==> src/rtl/rb_pkg.sv <==
// Shared definitions for the row-buffer window sequencer: FSM encoding,
// default image geometry and the external-memory/BRAM read latency.
package rb_pkg;

  typedef enum logic [1:0] {
    ST_IDLE  = 2'd0,
    ST_RUN   = 2'd1,
    ST_DRAIN = 2'd2,
    ST_DONE  = 2'd3
  } rb_state_e;

  localparam int RB_IMG_W  = 256;
  localparam int RB_IMG_H  = 256;
  localparam int RB_K      = 3;
  localparam int RB_RD_LAT = 1;

endpackage

==> src/rtl/rb_row_rotator.sv <==
// Mod-K rotating write-row pointer with one-hot buffer select and the
// physical index of the oldest row (the one overwritten next).
module rb_row_rotator #(
  parameter int K      = 3,
  parameter int ROW_SW = (K > 1) ? $clog2(K) : 1
) (
  input  logic              clk,
  input  logic              rst,
  input  logic              i_clear,
  input  logic              i_advance,
  output logic [K-1:0]      o_onehot,
  output logic [ROW_SW-1:0] o_oldest
);

  localparam logic [ROW_SW-1:0] ROW_LAST = ROW_SW'(K - 1);

  logic [ROW_SW-1:0] r_wr_row;

  // NOTE: synchronous reset and non-blocking assignments for all state.
  always_ff @(posedge clk) begin
    if (rst || i_clear) begin
      r_wr_row <= '0;
    end else if (i_advance) begin
      r_wr_row <= (r_wr_row == ROW_LAST) ? '0 : r_wr_row + ROW_SW'(1);
    end
  end

  // Wrap by compare rather than modulo; K need not be a power of two.
  always_comb begin
    o_oldest = (r_wr_row == ROW_LAST) ? '0 : r_wr_row + ROW_SW'(1);
    o_onehot = '0;
    for (int i = 0; i < K; i++) begin
      o_onehot[i] = (r_wr_row == ROW_SW'(i));
    end
  end

endmodule

==> src/rtl/rb_window_sequencer.sv <==
// Raster-scans the image from external memory, writes each row into one of K
// circular BRAM row buffers and reads the other K-1 to form window columns.
module rb_window_sequencer
  import rb_pkg::*;
#(
  parameter int IMG_W  = RB_IMG_W,
  parameter int IMG_H  = RB_IMG_H,
  parameter int K      = RB_K,
  parameter int COL_W  = $clog2(IMG_W),
  parameter int EXT_AW = $clog2(IMG_W * IMG_H),
  parameter int ROW_SW = (K > 1) ? $clog2(K) : 1
) (
  input  logic              clk,
  input  logic              rst,
  input  logic              start,
  input  logic              stall,
  output logic              busy,
  output logic              done,
  output logic              ext_rd_en,
  output logic [EXT_AW-1:0] ext_rd_addr,
  output logic [K-1:0]      bram_we,
  output logic [COL_W-1:0]  bram_wr_addr,
  output logic              bram_rd_en,
  output logic [COL_W-1:0]  bram_rd_addr,
  output logic [ROW_SW-1:0] row_oldest,
  output logic              col_valid,
  output logic              col_first,
  output logic              col_last
);

  localparam int ROW_W = (IMG_H > 1) ? $clog2(IMG_H) : 1;
  localparam int S2_N  = RB_RD_LAT;
  localparam logic [COL_W-1:0] COL_MAX = COL_W'(IMG_W - 1);
  localparam logic [ROW_W-1:0] ROW_MAX = ROW_W'(IMG_H - 1);
  localparam logic [ROW_W-1:0] ROW_WIN = ROW_W'(K - 1);

  rb_state_e r_state, w_state_nxt;

  logic [COL_W-1:0]  r_col;
  logic [ROW_W-1:0]  r_row;
  logic [EXT_AW-1:0] r_addr;

  logic              w_issue, w_accept, w_last_pix, w_drained;
  logic [K-1:0]      w_onehot;
  logic [ROW_SW-1:0] w_oldest;

  logic              r_s1_valid, r_s1_win;
  logic [COL_W-1:0]  r_s1_col;
  logic [K-1:0]      r_s1_we;
  logic [ROW_SW-1:0] r_s1_oldest;

  logic              r_s2_valid  [S2_N];
  logic              r_s2_first  [S2_N];
  logic              r_s2_last   [S2_N];
  logic [ROW_SW-1:0] r_s2_oldest [S2_N];

  assign w_issue    = (r_state == ST_RUN) && !stall;
  assign w_accept   = (r_state == ST_IDLE) && start && !stall;
  assign w_last_pix = (r_col == COL_MAX) && (r_row == ROW_MAX);

  // Exit DRAIN when S1 is empty; the last column leaves S2 on this same edge.
  always_comb begin
    w_drained = !r_s1_valid;
    for (int i = 0; i < S2_N - 1; i++) begin
      if (r_s2_valid[i]) w_drained = 1'b0;
    end
  end

  always_ff @(posedge clk) begin
    if (rst) r_state <= ST_IDLE;
    else     r_state <= w_state_nxt;
  end

  always_comb begin
    w_state_nxt = r_state;
    if (!stall) begin
      unique case (r_state)
        ST_IDLE:  if (start)      w_state_nxt = ST_RUN;
        ST_RUN:   if (w_last_pix) w_state_nxt = ST_DRAIN;
        ST_DRAIN: if (w_drained)  w_state_nxt = ST_DONE;
        ST_DONE:                  w_state_nxt = ST_IDLE;
        default:                  w_state_nxt = ST_IDLE;
      endcase
    end
  end

  always_ff @(posedge clk) begin
    if (rst || w_accept) begin
      r_col  <= '0;
      r_row  <= '0;
      r_addr <= '0;
    end else if (w_issue) begin
      r_addr <= r_addr + EXT_AW'(1);
      if (r_col == COL_MAX) begin
        r_col <= '0;
        r_row <= (r_row == ROW_MAX) ? '0 : r_row + ROW_W'(1);
      end else begin
        r_col <= r_col + COL_W'(1);
      end
    end
  end

  rb_row_rotator #(
    .K      (K),
    .ROW_SW (ROW_SW)
  ) u_rotator (
    .clk       (clk),
    .rst       (rst),
    .i_clear   (w_accept),
    .i_advance (w_issue && (r_col == COL_MAX)),
    .o_onehot  (w_onehot),
    .o_oldest  (w_oldest)
  );

  // S1 aligns with external read data; S2 with BRAM read data.
  always_ff @(posedge clk) begin
    if (rst) begin
      r_s1_valid  <= 1'b0;
      r_s1_win    <= 1'b0;
      r_s1_col    <= '0;
      r_s1_we     <= '0;
      r_s1_oldest <= '0;
      for (int i = 0; i < S2_N; i++) begin
        r_s2_valid[i]  <= 1'b0;
        r_s2_first[i]  <= 1'b0;
        r_s2_last[i]   <= 1'b0;
        r_s2_oldest[i] <= '0;
      end
    end else if (!stall) begin
      r_s1_valid     <= w_issue;
      r_s1_win       <= (r_row >= ROW_WIN);
      r_s1_col       <= r_col;
      r_s1_we        <= w_onehot;
      r_s1_oldest    <= w_oldest;
      r_s2_valid[0]  <= r_s1_valid && r_s1_win;
      r_s2_first[0]  <= (r_s1_col == '0);
      r_s2_last[0]   <= (r_s1_col == COL_MAX);
      r_s2_oldest[0] <= r_s1_oldest;
      for (int i = 1; i < S2_N; i++) begin
        r_s2_valid[i]  <= r_s2_valid[i-1];
        r_s2_first[i]  <= r_s2_first[i-1];
        r_s2_last[i]   <= r_s2_last[i-1];
        r_s2_oldest[i] <= r_s2_oldest[i-1];
      end
    end
  end

  // Strobes drop during stall; addresses stay visible so nothing is lost.
  assign busy         = (r_state != ST_IDLE);
  assign done         = (r_state == ST_DONE) && !stall;
  assign ext_rd_en    = w_issue;
  assign ext_rd_addr  = (r_state == ST_RUN) ? r_addr : '0;
  assign bram_we      = (r_s1_valid && !stall) ? r_s1_we : '0;
  assign bram_wr_addr = r_s1_valid ? r_s1_col : '0;
  assign bram_rd_en   = r_s1_valid && r_s1_win && !stall;
  assign bram_rd_addr = (r_s1_valid && r_s1_win) ? r_s1_col : '0;
  assign col_valid    = r_s2_valid[S2_N-1] && !stall;
  assign col_first    = col_valid && r_s2_first[S2_N-1];
  assign col_last     = col_valid && r_s2_last[S2_N-1];
  assign row_oldest   = r_s2_valid[S2_N-1] ? r_s2_oldest[S2_N-1] : '0;

endmodule

==> config.mk <==
export PLATFORM = sky130hd
export DESIGN_NAME = rb_window_sequencer
export DESIGN_NICKNAME = d
export VERILOG_FILES = /design/src/rtl/rb_pkg.sv /design/src/rtl/rb_row_rotator.sv /design/src/rtl/rb_window_sequencer.sv
export SDC_FILE = /design/constraint.sdc
export NUM_CORES = 1
export LEC_CHECK = 0
export ABC_CLOCK_PERIOD_IN_PS = 1900
export BUFFER_PORTS_ARGS = -buffer_cell sky130_fd_sc_hd__buf_2
export CAP_MARGIN = 20
export CELL_PAD_IN_SITES_DETAIL_PLACEMENT = 0
export CELL_PAD_IN_SITES_GLOBAL_PLACEMENT = 2
export CORE_AREA = 2 2 101 103
export DETAILED_ROUTE_END_ITERATION = 16
export DIE_AREA = 0 0 103 105
export HOLD_SLACK_MARGIN = 0.02
export PLACE_DENSITY_LB_ADDON = 0.1
export REMOVE_ABC_BUFFERS = 1
export SYNTH_ARGS = -nofsm -noshare
export SYNTH_HDL_FRONTEND = slang
export SYNTH_HIERARCHICAL = 1
export SYNTH_SLANG_ARGS = --single-unit
==> constraint.sdc <==
create_clock -name clk -period 1.9 [get_ports clk]
set_clock_uncertainty 0.15 [all_clocks]
set_input_delay 0.38 -clock clk [delete_from_list [all_inputs] [get_ports clk]]
set_output_delay 0.38 -clock clk [all_outputs]
set_load 0.03 [all_outputs]
==> metrics.cfg <==
[timing]
tns_ns = -0.00000533
fmax_mhz = 526
fin_ws_ns = -0.00000533
rsz0062_at_grt = yes
holdWs_ns = 0.194
setup_viol = 1
worstMarginPinSlew_ns = 0.387
period_share_pct = 100
period_minus_slack_ns = 1.90
timing.slew.headroom_pct = 74.0
finalHoldViolCount = 0
slew_violations = 0

[critical_path]
regToRegEndpoint = r_state[1]
setup.worst_path.class = reg2reg
critical-path-max-stage-delay_ns = 0.56
path_delay_family = simple AND/OR/NAND/NOR gates
r2r_cells = 5
r2r-start = r_col[1]
crit_path_start_kind = register
critPathBufInv = 0
critPathMaxFanout = 4
cp.depth = 5
crit_path_end_kind = register
crit_slowest_cell = or4_4
worstPathArrival_ns = 2.00
ff2ff_setup_slack_ns = -0.000005
worst_ep_required_time_ns = 2.00
crit_chain = ha_4, nand3_2, or4_4, or4b_1, nand4_1

[global_route]
grtUsageTotal_pct = 13.9
grt_pass1_wl_um = 11900
grt_overflow = 0
first_global_vias = 2315
antenna_found_initial = 0
grt_max_degree = 18

[logic_synthesis]
yosys_register_bits = 56
async_flop_share_pct = 0
synthCells = 322
synth_ff_type = dfxtp_1
ys_warn_count = 6
ys_seq_area_share_pct = 41.0
synth-edff-count = 5
synth_cell_types = 42
syn_area_mm2 = 0.00286
synth.avg_cell_area_um2 = 8.87

[routing]
drt_iter0_markers = 74
totalWireLength_um = 7190
detail-route-antenna-nets = 0
drcViolationCount = 0
wire_per_inst_um = 13.3
firstDrtPassIters = 4
viasPerCell = 4.57
dr_total_vias = 2475

[hold_path]
min_to = r_state[0]
hold_start = rst
hold_path_class = in2reg
holdPathStages = 2

[placed_design]
port_buffers = 47
placed_cell_area_mm2 = 0.00351
dp.cells = 528
dp_hpwl_um = 5350
gp_congestion = 0.717

[clock_tree]
cts_buffer_depth = 2
numCtsBuffers = 5
clkLatencyLatePin_ns = 0.31
clkTransAtPathRegs_ns = 0.10
tritoncts = done
clock_sink_count = 56
ctsRootBufferMaster = clkbuf_8
htree_levels = 2

[power]
p_clk_share_pct = 30.4
fin_total_pwr_mw = 2.15
cellPowerDensity_mw_per_mm2 = 555
p_sw_mw = 0.556
switching_share_pct = 25.9
internal_power_mw = 1.60
vdd_drop_max_uv = 322
leakage_nw = 1.62
seqPwrFrac_pct = 56.8
combPwrFrac_pct = 12.8

[status]
violations = setup timing
status = finished, violations left

[cells_and_area]
syn_to_final_growth_pct = 35.8
nNetsFinal = 419
drive_gt1_share_pct = 33.8
finalInstanceArea_mm2 = 0.00388
diodes = 0
final_cell_count_no_fill = 541

[die]
initial_utilization_pct = 29.6
dieWidth_um = 103
dieArea_mm2 = 0.0108
io_pins = 48
core_mm2 = 0.00964
row_count = 36
die_h_um = 105

[job]
cap_violations = 0

registers in the layout, summed over array words and instances, names as in the netlist, 2 cells and up:
register	flops
r_state	2
r_s1_col	8
r_s1_oldest	2
r_row	8
r_addr	16
u_rotator/r_wr_row	2
r_s1_we	3
r_s2_oldest	2
r_col	8
area by class of cell:
cell class	instances	area (um2)
Tap cell	133	166
Inverter	8	30.0
Clock inverter	2	12.5
Sequential cell	56	1180
Fill cell	1016	5760
Multi-Input combinational cell	241	1680
Clock buffer	6	72.6
Timing Repair Buffer	95	739
layout by cell type, fill, tap and decap left out, types with 4 or more instances in the layout:
master / count
inv_1: 7
and2_4: 6
edfxtp_1: 5
xnor2_1: 13
buf_4: 46
a21oi_1: 7
and2_1: 28
or3_1: 4
nand4_1: 13
nor2b_1: 4
dfxtp_1: 45
nand2_1: 11
nor2_1: 43
dfxtp_2: 4
buf_2: 28
mux2i_1: 18
nor3_1: 6
buf_6: 17
ha_1: 5
and3_1: 11
xor2_1: 10
nand3_1: 8
nor4_1: 10
clkbuf_8: 5
cell families (layout without fill, tap and decap cells):
| kind of cell | Yosys count | in the layout | synth area share [%] |
|---|---|---|---|
| AOI/OAI and AO/OA | 19 | 19 | 4.29 |
| adders and majority gates | 8 | 8 | 3.50 |
| buffers and inverters | 25 | 111 | 3.55 |
| muxes | 18 | 18 | 6.30 |
| DFF | 56 | 56 | 41.0 |
| and+or+nand+nor | 173 | 173 | 34.3 |
| xor gates and xnor gates | 23 | 23 | 7.05 |
per-stage QoR:
stage	worst slack [ns]	utilization, %
finish	-0.00000533	40.3
global placement	-0.0324	36.4
floorplan	-0.523	-
detailed placement	-0.0286	36.4
CTS	-0.0422	38.0
global route	-0.0490	40.3
metal layers:
| metal | routed length (um) | global-route usage [%] |
|---|---|---|
| met1 | 3740 | 21.0 |
| met2 | 3210 | 20.2 |
| met3 | 160 | 2.41 |
| met4 | 82 | 3.38 |
| met5 | 0 | 0 |
timing repair:
item	4_1_cts	5_1_grt
endpoints found under the setup margin	28	21
resized for setup	22	61
pin swaps	1	2
gates cloned	0	1
hold buffers	0	0
setup buffers	2	3
synthesized netlist by cell type (all sizes together) (5+ instances only):
cell	n	area, um2
and2	34	213
inv	8	30.0
ha	8	100
nand3	9	45.0
dfxtp	51	1020
xnor2	13	114
a21oi	8	40.0
and3	11	68.8
nor3	9	50.1
clkbuf	13	48.8
edfxtp	5	150
nor4	11	68.8
nand2	11	41.3
xor2	10	87.6
nor2	43	161
nand4	14	93.8
mux2i	18	180
nor2b	6	37.5
worst max path at each step:
stage                     from    endpoint
global placement    r_state[0]  r_state[1]
global route        r_state[0]  r_state[1]
floorplan           r_state[1]    r_col[3]
CTS                 r_state[1]   ext_rd_en
detailed placement    r_col[7]  r_state[0]
finish                r_col[1]  r_state[1]
power by group through the flow:
| stage | logic (mW) | registers [mW] | clock network, mW |
|---|---|---|---|
| after floorplan | 0.105 | 1.25 | 0 |
| after CTS | 0.236 | 1.22 | 0.697 |
| after global routing | 0.303 | 1.23 | 0.736 |
| after detailed placement | 0.215 | 1.25 | 0 |
| after global placement | 0.214 | 1.25 | 0 |
| final | 0.275 | 1.22 | 0.654 |
Note: power is estimated with default switching activity, not from simulation.
